**src/rtl/decoder_onehot_scan.sv**
```systemverilog
// Registered binary-to-one-hot decoder with a scan engine that walks a bounded
// address range up or down with a programmable dwell per line, or freezes in hold.
module decoder_onehot_scan #(
  parameter int unsigned ADDR_W  = 6,
  parameter int unsigned DWELL_W = 8,
  localparam int unsigned OUT_W  = 2 ** ADDR_W
) (
  input  logic               clk,
  input  logic               rst_n,
  input  logic               en,
  input  logic [1:0]         mode,
  input  logic               in_valid,
  input  logic [ADDR_W-1:0]  in_addr,
  input  logic [ADDR_W-1:0]  lo_addr,
  input  logic [ADDR_W-1:0]  hi_addr,
  input  logic [DWELL_W-1:0] dwell,
  output logic [OUT_W-1:0]   y,
  output logic [ADDR_W-1:0]  cur_addr,
  output logic               out_valid,
  output logic               wrap,
  output logic               range_err
);

  typedef enum logic [1:0] {
    ModeDirect = 2'b00,
    ModeUp     = 2'b01,
    ModeDown   = 2'b10,
    ModeHold   = 2'b11
  } mode_e;

  typedef enum logic [1:0] {StIdle, StDirect, StScan, StHold} state_e;

  state_e             state_q, state_d;
  logic [OUT_W-1:0]   y_q, y_d;
  logic [ADDR_W-1:0]  cur_addr_q, cur_addr_d;
  logic               out_valid_q, out_valid_d;
  logic               wrap_q, wrap_d;
  logic               range_err_q, range_err_d;
  logic [DWELL_W-1:0] cnt_q, cnt_d;
  // A valid scan exists (running or frozen in hold) in direction scan_down_q.
  logic               scan_live_q, scan_live_d;
  logic               scan_down_q, scan_down_d;

  mode_e             mode_sel;
  logic              want_down;
  logic              resume;
  logic              load;
  logic [ADDR_W-1:0] load_addr;

  assign mode_sel  = mode_e'(mode);
  assign want_down = (mode_sel == ModeDown);
  assign resume    = scan_live_q && (scan_down_q == want_down) &&
                     ((state_q == StScan) || (state_q == StHold));

  always_comb begin
    state_d     = state_q;
    y_d         = y_q;
    cur_addr_d  = cur_addr_q;
    out_valid_d = out_valid_q;
    wrap_d      = 1'b0;
    range_err_d = 1'b0;
    cnt_d       = cnt_q;
    scan_live_d = scan_live_q;
    scan_down_d = scan_down_q;
    load        = 1'b0;
    load_addr   = cur_addr_q;

    if (!en) begin
      state_d     = StIdle;
      y_d         = '0;
      out_valid_d = 1'b0;
      cnt_d       = '0;
      scan_live_d = 1'b0;
    end else begin
      unique case (mode_sel)
        ModeDirect: begin
          state_d     = StDirect;
          cnt_d       = '0;
          scan_live_d = 1'b0;
          if (in_valid) begin
            load      = 1'b1;
            load_addr = in_addr;
          end
        end
        ModeHold: begin
          state_d = StHold;
        end
        ModeUp, ModeDown: begin
          state_d     = StScan;
          scan_down_d = want_down;
          if (lo_addr > hi_addr) begin
            range_err_d = 1'b1;
            y_d         = '0;
            out_valid_d = 1'b0;
            cnt_d       = '0;
            scan_live_d = 1'b0;
          end else if (!resume) begin
            load        = 1'b1;
            load_addr   = want_down ? hi_addr : lo_addr;
            cnt_d       = '0;
            scan_live_d = 1'b1;
          end else if (cnt_q < dwell) begin
            cnt_d = cnt_q + DWELL_W'(1);
          end else begin
            // Also catches a dwell shortened below the running count.
            cnt_d = '0;
            load  = 1'b1;
            if (!want_down) begin
              if ((cur_addr_q >= hi_addr) || (cur_addr_q < lo_addr)) begin
                load_addr = lo_addr;
                wrap_d    = 1'b1;
              end else begin
                load_addr = cur_addr_q + ADDR_W'(1);
              end
            end else begin
              if ((cur_addr_q <= lo_addr) || (cur_addr_q > hi_addr)) begin
                load_addr = hi_addr;
                wrap_d    = 1'b1;
              end else begin
                load_addr = cur_addr_q - ADDR_W'(1);
              end
            end
          end
        end
        default: begin
          state_d = StIdle;
        end
      endcase
    end

    if (load) begin
      cur_addr_d  = load_addr;
      y_d         = OUT_W'(1) << load_addr;
      out_valid_d = 1'b1;
    end
  end

  always_ff @(posedge clk or negedge rst_n) begin
    if (!rst_n) begin
      state_q     <= StIdle;
      y_q         <= '0;
      cur_addr_q  <= '0;
      out_valid_q <= 1'b0;
      wrap_q      <= 1'b0;
      range_err_q <= 1'b0;
      cnt_q       <= '0;
      scan_live_q <= 1'b0;
      scan_down_q <= 1'b0;
    end else begin
      state_q     <= state_d;
      y_q         <= y_d;
      cur_addr_q  <= cur_addr_d;
      out_valid_q <= out_valid_d;
      wrap_q      <= wrap_d;
      range_err_q <= range_err_d;
      cnt_q       <= cnt_d;
      scan_live_q <= scan_live_d;
      scan_down_q <= scan_down_d;
    end
  end

  assign y         = y_q;
  assign cur_addr  = cur_addr_q;
  assign out_valid = out_valid_q;
  assign wrap      = wrap_q;
  assign range_err = range_err_q;

endmodule

```
**config.mk**
```make
export PLATFORM = sky130hd
export DESIGN_NAME = decoder_onehot_scan
export DESIGN_NICKNAME = d
export VERILOG_FILES = /design/src/rtl/decoder_onehot_scan.sv
export SDC_FILE = /design/constraint.sdc
export NUM_CORES = 1
export LEC_CHECK = 0
export ABC_CLOCK_PERIOD_IN_PS = 3250
export CORE_UTILIZATION = 35
export DETAILED_ROUTE_END_ITERATION = 16
export GPL_TIMING_DRIVEN = 0
export HOLD_SLACK_MARGIN = 0.08
export PLACE_DENSITY_LB_ADDON = 0.25
export SLEW_MARGIN = 10
export SYNTH_ARGS = -nofsm -noshare
export SYNTH_HDL_FRONTEND = slang
export SYNTH_SLANG_ARGS = --single-unit
```
**constraint.sdc**
```tcl
create_clock -name clk -period 3.25 [get_ports clk]
set_input_delay 0.975 -clock clk [delete_from_list [all_inputs] [get_ports clk]]
set_output_delay 0.975 -clock clk [all_outputs]
set_load 0.005 [all_outputs]
```
==> impl_metrics.tcl <==
set metrics [dict create \
    p_seq_frac 0.282 \
    power_mw 4.27 \
    overflow 0 \
    drive_above_1_share 0.366 \
    diodes 0 \
    synth_cell_types 69 \
    grt_setup_unrepaired "yes" \
    vias 5138 \
    intPower_mw 2.65 \
    hold_viol_final 0 \
    synth_edf_count 0 \
    mostFrequentLayoutCells "dfrtp_1 (82), clkdlybuf4s50_1 (82), nand2_1 (53)" \
    crit_path_end_kind "flop" \
    htreeDepth 3 \
    synthArstFlopShare 1.00 \
    path_max_fanout 8 \
    wl_per_cell_um 19.2 \
    fmax_mhz 290 \
    grt_usage 0.226 \
    cp-startpoint "lo_addr[4]" \
    grt_pass1_wl_mm 26.5 \
    fin_ws_ns -0.195 \
    core_um2 14100 \
    status "finished with violations" \
    cap_violations 0 \
    worstReg2RegEnd "y[8]" \
    start_util 0.363 \
    clock-sinks 84 \
    p_switching_mw 1.62 \
    placed_area_um2 6660 \
    hold-worst-slack_ns 0.487 \
    worst_pin_slew_ns 0.742 \
    fin_skew_ns 0.0101 \
    synth-seq-cells 84 \
    violations "setup timing" \
    routabilityCongestion 0.870 \
    cts-buffers-inserted 9 \
    clock_latency_ns 0.33 \
    yosysTopAreaCellShare 0.411 \
    worstHoldPathCells 1 \
    critPathArrivalTime_ns 3.66 \
    setup_viol 64 \
    crit_type "in -> reg" \
    routed_via_density 5.83 \
    vdd_ir_drop_max_mv 0.316 \
    clk_pin_slew_ns 0.06 \
    setup_tns_ns -8.20 \
    die_w_um 123 \
    postCtsHoldBufs 0 \
    antenna_left 0 \
    swShare 0.379 \
    synth_ff_type "dfrtp_1" \
    cts_tree "yes" \
    seq_area_frac_synth 0.411 \
    drt_first_pass_iters 5 \
    die-area_um2 15100 \
    nets 760 \
    pwr-share-clk 0.242 \
    syn_to_final_growth_pct 62.3 \
    start_kind "input port" \
    fin_crit_ns 3.44 \
    stdcell_area_um2 8310 \
    critPathRequiredTime_ns 3.47 \
    antenna_found_initial 0 \
    synthesis.instances 525 \
    relSlewSlack 0.500 \
    p_per_area_nw_per_um2 515 \
    hold_class "reg -> reg" \
    slew_viol_final 0 \
    cts-root-buf "clkbuf_16" \
    clock_path_buffers 2 \
    reg2reg_slack_ns -0.10 \
    ioPinCount 105 \
    synthTopCellsByArea "dfrtp_1 (41%), ha_1 (7.6%), a22o_1 (6.2%)" \
    drt_iter0_markers 272 \
    synth_warnings 0 \
    holdPathEnd "out_valid" \
    synth_nets 588 \
    reg2reg_depth 11 \
    first_global_vias 5184 \
    p_leak_nw 3.48 \
    totalWireLength_mm 17.0 \
    period_share 1.06 \
    syn_area_per_cell_um2 9.75 \
    syn_area_um2 5120 \
    grt_start_max_net_pins 66 \
    hpwl_mm 11.5 \
    p_comb_frac 0.476 \
    io_buffers 104 \
    min-delay-start "out_valid" \
    rows 43 \
    yosysTopAreaCell "dfrtp_1" \
    r2r_start "cur_addr[5]" \
    drcViolationCount 0 \
    place_ws_ns -1.85 \
    die_h_um 123 \
]
-- cells by family after synthesis --
kind of cell	after synthesis	share of synthesized area
fa+ha+maj	31	0.0758
buf+inv	53	0.0423
flops	84	0.411
simple gates	165	0.170
compound gates	172	0.264
xor+xnor	10	0.0171
mux	10	0.0200
-- power groups by stage --
stage	Clock [mW]	Combinational (mW)	Sequential, mW
finish	1.03	2.04	1.21
global route	1.11	2.18	1.21
CTS	1.05	1.79	1.20
detailed placement	0	1.30	1.22
global placement	0	1.27	1.22
floorplan	0	0.891	1.19
-- layout make-up --
cell class                      count  area, um^2
Clock buffer                        9         225
Fill cell                        1127        5790
Tap cell                          180         225
Buffer                             24         166
Sequential cell                    84        2100
Timing Repair Buffer              164        1610
Clock inverter                      7        73.8
Inverter                           26         130
Multi-Input combinational cell    388        3770
-- metal layers --
layer,GRT usage,share of wire,vias up
met2,0.388,0.50,208
met3,0.0457,0.060,40
met5,0,0,-
li1,-,-,2331
met4,0.0747,0.027,0
met1,0.284,0.41,2559
-- sequential cells by signal (all words and copies together), names as in the netlist --
register and flops:
wrap 1, cnt_q 8, scan_live_q 1, y 64
range_err 1, cur_addr 6, out_valid 1, scan_down_q 1
state_q 1
-- per-stage QoR --
stage,utilization,cells
final,0.589,882
after global routing,0.589,882
after CTS,0.559,867
after detailed placement,0.472,810
after global placement,0.471,809
after floorplan,-,525
-- what timing repair did --
item / CTS / global route
pin swaps: 57 / 54
gates cloned: 3 / 0
buffers inserted: 42 / 17
endpoints found under the setup margin: 75 / 68
gates resized for setup: 196 / 77
-- synth_stat cells (4+ instances only) --
cell type	n
o21ai_0	30
nand3_1	13
nor2_1	29
nand2b_1	9
clkbuf_1	18
and3_1	11
ha_1	31
a22o_1	36
and2_1	6
a32o_1	12
o2111a_1	5
nand4_1	5
xor2_1	4
buf_2	5
o2111ai_1	4
a21oi_1	17
xnor2_1	6
inv_1	26
dfrtp_1	84
nor4b_2	4
nor3_1	5
o211ai_1	4
nand2_1	59
a21o_1	5
nor2b_1	8
o31ai_1	22
mux2i_1	8
-- critical path, cell delays in order --
cell,delay (ns)
buf_6,0.09
inv_6,0.04
ha_4,0.26
and4_4,0.24
o21ai_4,0.08
a311oi_4,0.31
buf_4,0.20
mux2i_2,0.22
o2111a_2,0.28
o2111a_2,0.47
buf_4,0.18
nor2_2,0.05
a32o_1,0.26
-- how the worst max path moves through the flow --
stage	slack, ns	cells after the start	end
4_1_cts	-0.21	15	y[23]
3_3_place_gp	-1.81	10	y[53]
6_report	-0.19	13	y[8]
5_1_grt	-0.27	15	y[54]
2_1_floorplan	-0.31	11	y[12]
3_5_place_dp	-1.85	11	y[53]
(Power assumes the default switching activity.)
